`src/rtl/xalu_nibble_sequencer_pkg.sv`:
```
// Shared constants for the nibble-serial ALU sequencer: slice function codes,
// sequencer states and the slice data width.
package xalu_pkg;
    localparam int NW = 4;

    localparam logic [2:0] F_ADD   = 3'd0;
    localparam logic [2:0] F_AND   = 3'd1;
    localparam logic [2:0] F_OR    = 3'd2;
    localparam logic [2:0] F_XOR   = 3'd3;
    localparam logic [2:0] F_PASSA = 3'd4;
    localparam logic [2:0] F_PASSB = 3'd5;
    localparam logic [2:0] F_SHR   = 3'd6;
    localparam logic [2:0] F_SHL   = 3'd7;

    typedef enum logic [1:0] {
        IDLE = 2'd0,
        RUN  = 2'd1,
        DONE = 2'd2
    } state_t;
endpackage

```
`src/rtl/xalu_nibble_sequencer_if.sv`:
```
// Pin bundle between the sequencer (master) and one 4-bit ALU slice (slave).
interface xalu_nibble_sequencer_if;
    import xalu_pkg::*;

    logic [NW-1:0] alu_a;
    logic [NW-1:0] alu_b;
    logic [2:0]    alu_f;
    logic          alu_com;
    logic          alu_ci_right;
    logic          alu_ci_left;
    logic [NW-1:0] alu_d;
    logic          alu_co_left;
    logic          alu_co_right;
    logic          alu_zero;
    logic          alu_neg_zero;
    logic          alu_equ;

    modport master (
        output alu_a, alu_b, alu_f, alu_com, alu_ci_right, alu_ci_left,
        input  alu_d, alu_co_left, alu_co_right, alu_zero, alu_neg_zero, alu_equ
    );

    modport slave (
        input  alu_a, alu_b, alu_f, alu_com, alu_ci_right, alu_ci_left,
        output alu_d, alu_co_left, alu_co_right, alu_zero, alu_neg_zero, alu_equ
    );
endinterface

```
`src/rtl/xalu_nibble_sequencer.sv`:
```
// Runs one 4*NIBBLES-bit operation as NIBBLES passes through a combinational
// 4-bit slice, chaining carries and AND-reducing the per-nibble status flags.
module xalu_nibble_sequencer
    import xalu_pkg::*;
#(
    parameter int NIBBLES = 4
) (
    input  logic                    clk,
    input  logic                    rst_n,
    input  logic                    start,
    input  logic [2:0]              func,
    input  logic                    com,
    input  logic                    cin,
    input  logic [NW*NIBBLES-1:0]   op_a,
    input  logic [NW*NIBBLES-1:0]   op_b,
    xalu_nibble_sequencer_if.master alu,
    output logic [NW*NIBBLES-1:0]   result,
    output logic                    carry_out,
    output logic                    zero,
    output logic                    neg_zero,
    output logic                    equal,
    output logic                    busy,
    output logic                    done
);
    localparam int W     = NW * NIBBLES;
    localparam int IDX_W = (NIBBLES > 1) ? $clog2(NIBBLES) : 1;
    localparam logic [IDX_W-1:0] LAST_IDX = IDX_W'(NIBBLES - 1);

    state_t           state, state_nxt;
    logic [IDX_W-1:0] idx, pos;
    logic [W-1:0]     a_q, b_q;
    logic [2:0]       f_q;
    logic             com_q, chain_q;
    logic             is_shr, last, co_sel;

    assign is_shr = (f_q == F_SHR);
    assign last   = (idx == LAST_IDX);
    // Shift-right walks MSB nibble first so the shift-in ripples downward.
    assign pos    = is_shr ? (LAST_IDX - idx) : idx;
    assign co_sel = is_shr ? alu.alu_co_right : alu.alu_co_left;

    assign busy = (state == RUN);
    assign done = (state == DONE);

    always_comb begin
        state_nxt        = state;
        alu.alu_a        = '0;
        alu.alu_b        = '0;
        alu.alu_f        = '0;
        alu.alu_com      = 1'b0;
        alu.alu_ci_right = 1'b0;
        alu.alu_ci_left  = 1'b0;
        case (state)
            IDLE: if (start) state_nxt = RUN;
            RUN: begin
                alu.alu_a   = a_q[pos*NW +: NW];
                alu.alu_b   = b_q[pos*NW +: NW];
                alu.alu_f   = f_q;
                alu.alu_com = com_q;
                if (is_shr) alu.alu_ci_left  = chain_q;
                else        alu.alu_ci_right = chain_q;
                if (last) state_nxt = DONE;
            end
            DONE:    state_nxt = IDLE;
            default: state_nxt = IDLE;
        endcase
    end

    always_ff @(posedge clk) begin
        if (!rst_n) begin
            state     <= IDLE;
            idx       <= '0;
            a_q       <= '0;
            b_q       <= '0;
            f_q       <= '0;
            com_q     <= 1'b0;
            chain_q   <= 1'b0;
            result    <= '0;
            carry_out <= 1'b0;
            zero      <= 1'b0;
            neg_zero  <= 1'b0;
            equal     <= 1'b0;
        end else begin
            state <= state_nxt;
            case (state)
                IDLE: if (start) begin
                    a_q       <= op_a;
                    b_q       <= op_b;
                    f_q       <= func;
                    com_q     <= com;
                    chain_q   <= cin;
                    idx       <= '0;
                    result    <= '0;
                    carry_out <= 1'b0;
                    zero      <= 1'b1;
                    neg_zero  <= 1'b1;
                    equal     <= 1'b1;
                end
                RUN: begin
                    result[pos*NW +: NW] <= alu.alu_d;
                    zero      <= zero & alu.alu_zero;
                    neg_zero  <= neg_zero & alu.alu_neg_zero;
                    equal     <= equal & alu.alu_equ;
                    chain_q   <= co_sel;
                    carry_out <= co_sel;
                    idx       <= last ? '0 : idx + 1'b1;
                end
                default: ;
            endcase
        end
    end
endmodule

```
`src/flat_wrapper.sv`:
```
// flat-port wrapper written by rule: the top's interface ports become plain ports
module xalu_nibble_sequencer_flat import xalu_pkg::*;
#(
    parameter int NIBBLES = 4
)
  (clk, rst_n, start, func, com, cin, op_a, op_b, result, carry_out, zero, neg_zero, equal, busy, done, alu_alu_a, alu_alu_b, alu_alu_f, alu_alu_com, alu_alu_ci_right, alu_alu_ci_left, alu_alu_d, alu_alu_co_left, alu_alu_co_right, alu_alu_zero, alu_alu_neg_zero, alu_alu_equ);
  xalu_nibble_sequencer_if alu_i ();
  input  logic clk;
  input  logic rst_n;
  input  logic start;
  input  logic [2:0] func;
  input  logic com;
  input  logic cin;
  input  logic [NW*NIBBLES-1:0] op_a;
  input  logic [NW*NIBBLES-1:0] op_b;
  output logic [NW*NIBBLES-1:0] result;
  output logic carry_out;
  output logic zero;
  output logic neg_zero;
  output logic equal;
  output logic busy;
  output logic done;
  output wire logic [$bits(alu_i.alu_a)-1:0] alu_alu_a;
  output wire logic [$bits(alu_i.alu_b)-1:0] alu_alu_b;
  output wire logic [$bits(alu_i.alu_f)-1:0] alu_alu_f;
  output wire logic [$bits(alu_i.alu_com)-1:0] alu_alu_com;
  output wire logic [$bits(alu_i.alu_ci_right)-1:0] alu_alu_ci_right;
  output wire logic [$bits(alu_i.alu_ci_left)-1:0] alu_alu_ci_left;
  input wire logic [$bits(alu_i.alu_d)-1:0] alu_alu_d;
  input wire logic [$bits(alu_i.alu_co_left)-1:0] alu_alu_co_left;
  input wire logic [$bits(alu_i.alu_co_right)-1:0] alu_alu_co_right;
  input wire logic [$bits(alu_i.alu_zero)-1:0] alu_alu_zero;
  input wire logic [$bits(alu_i.alu_neg_zero)-1:0] alu_alu_neg_zero;
  input wire logic [$bits(alu_i.alu_equ)-1:0] alu_alu_equ;
  assign alu_alu_a = alu_i.alu_a;
  assign alu_alu_b = alu_i.alu_b;
  assign alu_alu_f = alu_i.alu_f;
  assign alu_alu_com = alu_i.alu_com;
  assign alu_alu_ci_right = alu_i.alu_ci_right;
  assign alu_alu_ci_left = alu_i.alu_ci_left;
  assign alu_i.alu_d = alu_alu_d;
  assign alu_i.alu_co_left = alu_alu_co_left;
  assign alu_i.alu_co_right = alu_alu_co_right;
  assign alu_i.alu_zero = alu_alu_zero;
  assign alu_i.alu_neg_zero = alu_alu_neg_zero;
  assign alu_i.alu_equ = alu_alu_equ;
  xalu_nibble_sequencer #(.NIBBLES(NIBBLES)) u_core (.clk(clk), .rst_n(rst_n), .start(start), .func(func), .com(com), .cin(cin), .op_a(op_a), .op_b(op_b), .alu(alu_i), .result(result), .carry_out(carry_out), .zero(zero), .neg_zero(neg_zero), .equal(equal), .busy(busy), .done(done));
endmodule
```
`config.mk`:
```
export PLATFORM = sky130hd
export DESIGN_NAME = xalu_nibble_sequencer_flat
export DESIGN_NICKNAME = d
export VERILOG_FILES = /design/src/rtl/xalu_nibble_sequencer_pkg.sv /design/src/rtl/xalu_nibble_sequencer_if.sv /design/src/rtl/xalu_nibble_sequencer.sv /design/src/flat_wrapper.sv
export SDC_FILE = /design/constraint.sdc
export NUM_CORES = 1
export LEC_CHECK = 0
export BUFFER_PORTS_ARGS = -buffer_cell sky130_fd_sc_hd__buf_2
export CAP_MARGIN = 25
export CORE_MARGIN = 2
export CORE_UTILIZATION = 56
export CTS_CLUSTER_SIZE = 12
export DETAILED_ROUTE_END_ITERATION = 10
export PLACE_DENSITY_LB_ADDON = 0.2
export SYNTH_ARGS = -nofsm -noshare
export SYNTH_HDL_FRONTEND = slang
export SYNTH_SLANG_ARGS = --single-unit
```
`constraint.sdc`:
```
create_clock -name clk -period 2.4 [get_ports clk]
set_input_delay 0.24 -clock clk [delete_from_list [all_inputs] [get_ports clk]]
set_output_delay 0.24 -clock clk [all_outputs]
set_load 0.01 [all_outputs]
```
* Word level (Yosys, flattened, before mapping) *
Cells that the tools add are included.

cells by class
  add/sub/neg operators = 3
  multipliers = 0
  divide/modulo/power cells = 0
  magnitude comparators = 0
  equal/unequal tests = 6
  shift operators = 4
  muxes and demuxes = 27
  bitwise gates (word level) = 3
  reduce and logical (&&, ||, !) cells = 5

operator list
  operator                 count
  $neg 4->34               1
  $shift 4x34->16 const A  1
  $shiftx 4x34->16         1
  $pmux 16 s2              1
  $shiftx 16x5->4          2
  $bwmux 16                1
  $mux 16                  1
  $mux 2                   5
  $pmux 1 s2               5
  $mux 1                   9
  $mux 4                   2
  $pmux 2 s2               2
  $reduce_and 2->1         3
  $eq 2x2->1 const B       2
  $and 1x1->1              3
  $eq 3x3->1 const B       1
  $mux 3                   1
  $add 2x1->2 const B      1
  $eq 2x1->1 const B       1
  $logic_not 2->1          1
  $ne 2x1->1 const B       1
  $ne 2x2->1 const B       1
  $reduce_bool 2->1        1
  $sub 2x2->2 const A      1

word-level totals
  flip-flop bits (word level) = 61
  bits in latches = 0
  memory bits (writable) = 0
  bits in read-only memories = 0
  bits of input ports = 49
  output and inout port bits = 36
  logic and storage cells = 60
  memories kept = 0

* Logic depth before layout (Yosys ltp) *
  depth in word-level cells = 6
  gate-level depth with buffers = 7
  depth with buffers taken out = 5

* Worst setup path before layout *
OpenSTA, ideal clock, no wires.

  path type = register to output
  start point = register u_core.idx[1]
  end point = output alu_alu_b[1]
  arrival = 1.542 ns
  data required time = 2.160 ns
  slack = 0.618 ns
  cell stages (with the launch flop) = 6
  path through = dfxtp_1 > buf_2 > and4bb_2 > mux2_4 > a22o_1 > or3_1

on the way
  longest elaborated chain between the ends = 4

ends and longest elaborated chain
  what                      RTL line                      source
  start: declaration        xalu_nibble_sequencer.sv:30   logic [IDX_W-1:0] idx, pos;
  start signal: assignment  xalu_nibble_sequencer.sv:106  idx <= last ? '0 : idx + 1'b1;
  $sub 2x2->2               xalu_nibble_sequencer.sv:39   assign pos = is_shr ? (LAST_IDX - idx) : idx;
  $mux 2 *                  xalu_nibble_sequencer.sv:39
  $shiftx 16x5->4 *         xalu_nibble_sequencer.sv:57   alu.alu_b = b_q[pos*NW +: NW];
  $mux 4 *                  xalu_nibble_sequencer.sv:53   case (state)
  end: declaration          flat_wrapper.sv:24            output wire logic [$bits(alu_i.alu_b)-1:0] alu_alu_b;

Every way passes the cells marked *; elsewhere a longest branch is shown, timed or not.

* Worst setup path after layout *
  start point = register u_core.state[0]
  end point = output alu_alu_b[3]

on the way
  longest elaborated chain between the ends = 2

ends and longest elaborated chain
  what                      RTL line                     source
  start: declaration        xalu_nibble_sequencer.sv:29  state_t state, state_nxt;
  start signal: assignment  xalu_nibble_sequencer.sv:84  state <= state_nxt;
  $eq 2x1->1                xalu_nibble_sequencer.sv:53
  $mux 4                    xalu_nibble_sequencer.sv:53

No other way between the ends.

==> impl_metrics.csv <==
group,metric,value,unit
run_status,status,"complete, no violations",
cts,clockBufferDepth,2,
die,die_h,76.8,µm
placed_design,placed_area,3430,µm²
route,vias,2797,
layout,antenna_cells,0,
yosys,yosysWarnings,0,
timing,setup_viol,0,
timing,worstMarginPinSlew,0.537,ns
placed_design,dp_hpwl,5390,µm
global_routing,grt_pass1_vias,2492,
layout,multi_input_area,1630,µm²
setup_path,cp.required,2.16,ns
placed_design,dp_cells,484,
layout,n_fill_cell,439,
route,wl_met1,3320,µm
yosys,synth_area,2970,µm²
route,viasPerCell,5.57,
cts,cts_tree,"yes",
die,die_x,76.8,µm
power,power,2.42,mW
setup_path,crit_type,"flop to primary output",
layout,finalNonFillerCells,502,
timing,relSlewSlack,64.1,%
yosys,synth_common_cells,"nand2_1 (81), dfxtp_1 (61), a21boi_0 (44), nand3b_1 (15)",
setup_path,cp_slowest_cell,"or4b_4",
timing,worst_slack,0.0831,ns
cts,clk_pin_slew,0.07,ns
yosys,syn_nets,396,
yosys,avgSynthCellArea,8.58,µm²
worst_hold_path,hold_path_startpoint,"op_b[10]",
cts,cts-root-buf,"clkbuf_8",
placed_design,place_congestion,0.891,
global_routing,grt_pass1_wl,12500,µm
timing,report.final.slew_viol_count,0,
cts,clk_latency,0.34,ns
setup_path,cp_top_family,"simple AND/OR/NAND/NOR gates",
route,drt_iter0_drc,273,
yosys,ys_seq_elements,61,
layout,drive_gt1_share,29.9,%
die,ios,85,
timing,skew,0.00566,ns
timing,rsz0062_at_grt,"no",
yosys,yosys.area.top_type,"dfxtp_1",
timing,min_period_over_period,96.5,%
route,firstDrtPassIters,4,
setup_path,reg2regPathDepth,5,
cts,cts_made_buffers,9,
yosys,synth_top_area_share,41.1,%
layout,fin_area,3700,µm²
cts,cts_htree_levels,3,
setup_path,path_cells,"or4b_4 > mux2i_4 > a22o_1 > or3_1 > buf_2",
yosys,synthTopCellsByArea,"dfxtp_1 (41%), a21boi_0 (11%), nand2_1 (10%)",
route,wl_met2,3640,µm
route,met3_length,568,µm
die,start_util,58.1,%
route,top_layer,"met4",
setup_path,path_max_fanout,12,
yosys,post-synth-top-count-cell,"nand2_1",
cts,hold_buffers,0,
timing,fin_crit,2.32,ns
timing,finalHoldViolCount,0,
layout,syn_to_final_growth,24.6,%
run,drv_cap,0,
worst_hold_path,min_path_cells,3,
setup_path,timing.rr.start,"u_core.idx[0]$_SDFFE_PN0P_",
power,vdd_drop_max,0.000486,V
route,drc,0,
cts,cts_num_sinks,61,
timing,fin_setup_tns,0,ns
route,wire_per_inst,15.4,µm
die,core_area,5110,µm²
setup_path,slowest_delay,0.53,ns
placed_design,place_ws,0.311,ns
yosys,synthDistinctLibCells,45,
layout,seqCellArea,1230,µm²
timing,fmax,432,MHz
route,finalWirelength,7720,µm
yosys,synth_flop_cell,"dfxtp_1",
global_routing,antenna_found_initial,0,
setup_path,reg2reg_slack,0.57,ns
power,powerDensity,656,nW/µm²
setup_path,critPathArrivalTime,2.08,ns
yosys,synth_cells,346,
yosys,synth-edff-count,0,
yosys,synthArstFlopShare,0,%
setup_path,path_buf_inv,1,
global_routing,grt_usage,26.9,%
die,die_area,5900,µm²
power,p_leak,1.60,nW
setup_path,r2r_end,"u_core.result[11]$_SDFFE_PN0P_",
global_routing,grt_remaining_overflow,0,
die,rows,26,
route,drtAntennaViolNets,0,
worst_hold_path,holdPathEnd,"u_core.b_q[10]$_SDFFE_PN0P_",
worst_hold_path,min_path_type,"input pin to flop",
setup_path,start_kind,"flop",
placed_design,io_buffers,84,
global_routing,grt_max_degree,36,
yosys,seq_area_frac_synth,41.1,%
layout,final_nets,477,
setup_path,end_kind,"primary output",
==> what timing repair did <==
action / in CTS / in global routing
setup endpoints to repair: 3 / 6
gates resized for setup: 4 / 3
buffers inserted: 0 / 2
pin swaps: 0 / 1
==> placed cells by master, fill, tap and decap left out, drive strengths merged, types with 3 or more instances in the layout <==
cell    instances
buf            97
nand2          81
dfxtp          61
a21boi         48
nand3b         15
nand3          14
a22o           12
clkbuf         12
a21oi          11
nor2b           7
and3            7
o21ai           6
and2            6
or3             5
mux2i           5
mux2            5
nor2            4
o21a            4
a221o           3
a22oi           3
clkinv          3
==> how the worst max path moves through the flow <==
stage,from,endpoint,slack (ns),cells after the start
4_1_cts,u_core.state[1]$_SDFFE_PN0P_,alu_alu_b[3],0.01,5
5_1_grt,u_core.idx[1]$_SDFFE_PN0P_,alu_alu_b[1],0.005,5
3_5_place_dp,u_core.f_q[2]$_SDFFE_PN0P_,alu_alu_b[3],0.31,5
6_report,u_core.state[0]$_SDFFE_PN0P_,alu_alu_b[3],0.08,5
3_3_place_gp,u_core.f_q[2]$_SDFFE_PN0P_,alu_alu_b[3],0.38,5
2_1_floorplan,u_core.idx[1]$_SDFFE_PN0P_,alu_alu_b[1],0.62,5
==> report_power, final <==
| group | internal (mW) | total (mW) | switching, mW | leakage, nW |
|---|---|---|---|---|
| logic | 0.128 | 0.285 | 0.157 | 0.982 |
| clock network | 0.638 | 1.03 | 0.394 | 0.116 |
| registers | 1.06 | 1.11 | 0.0440 | 0.501 |
| total | 1.83 | 2.42 | 0.595 | 1.60 |
==> tightest hold or removal path, cell delays in order <==
cell,delay (ns)
buf_2,0.09
nand2_1,0.04
a21boi_0,0.06
==> metrics by stage <==
| step | utilization (%) | hold slack [ns] |
|---|---|---|
| floorplan | - | 0.366 |
| global placement | 67.2 | 0.450 |
| detailed placement | 67.2 | 0.451 |
| CTS | 71.8 | 0.141 |
| global route | 72.4 | 0.150 |
| finish | 72.4 | 0.146 |
==> final cells by class <==
cell class                      count  area share (%)
Clock inverter                      4            1.89
Timing Repair Buffer               97            14.3
Multi-Input combinational cell    257            43.9
Sequential cell                    61            33.2
Clock buffer                       12            4.19
Inverter                            1           0.101
Tap cell                           70            2.37
==> kinds of logic after synthesis <==
logic type,Yosys count,share of synthesized area [%]
fa+ha+maj,1,0.422
mux,10,4.55
flops,61,41.1
simple gates,155,26.9
buf+inv,28,4.55
compound gates,91,22.5
==> layer usage <==
metal  global-route usage, %  vias to the layer above
li1                        -                     1381
met1                    35.6                     1290
met2                    41.1                      110
met3                    5.76                       16
met4                    13.3                        0
met5                    4.55                        -
==> registers in the layout, summed over array words and instances, names as in the netlist <==
name	count
u_core.b_q	16
u_core.carry_out	1
u_core.state	2
u_core.zero	1
u_core.chain_q	1
u_core.com_q	1
u_core.equal	1
u_core.result	16
u_core.idx	2
u_core.a_q	16
u_core.f_q	3
u_core.neg_zero	1
(Power assumes the default switching activity.)
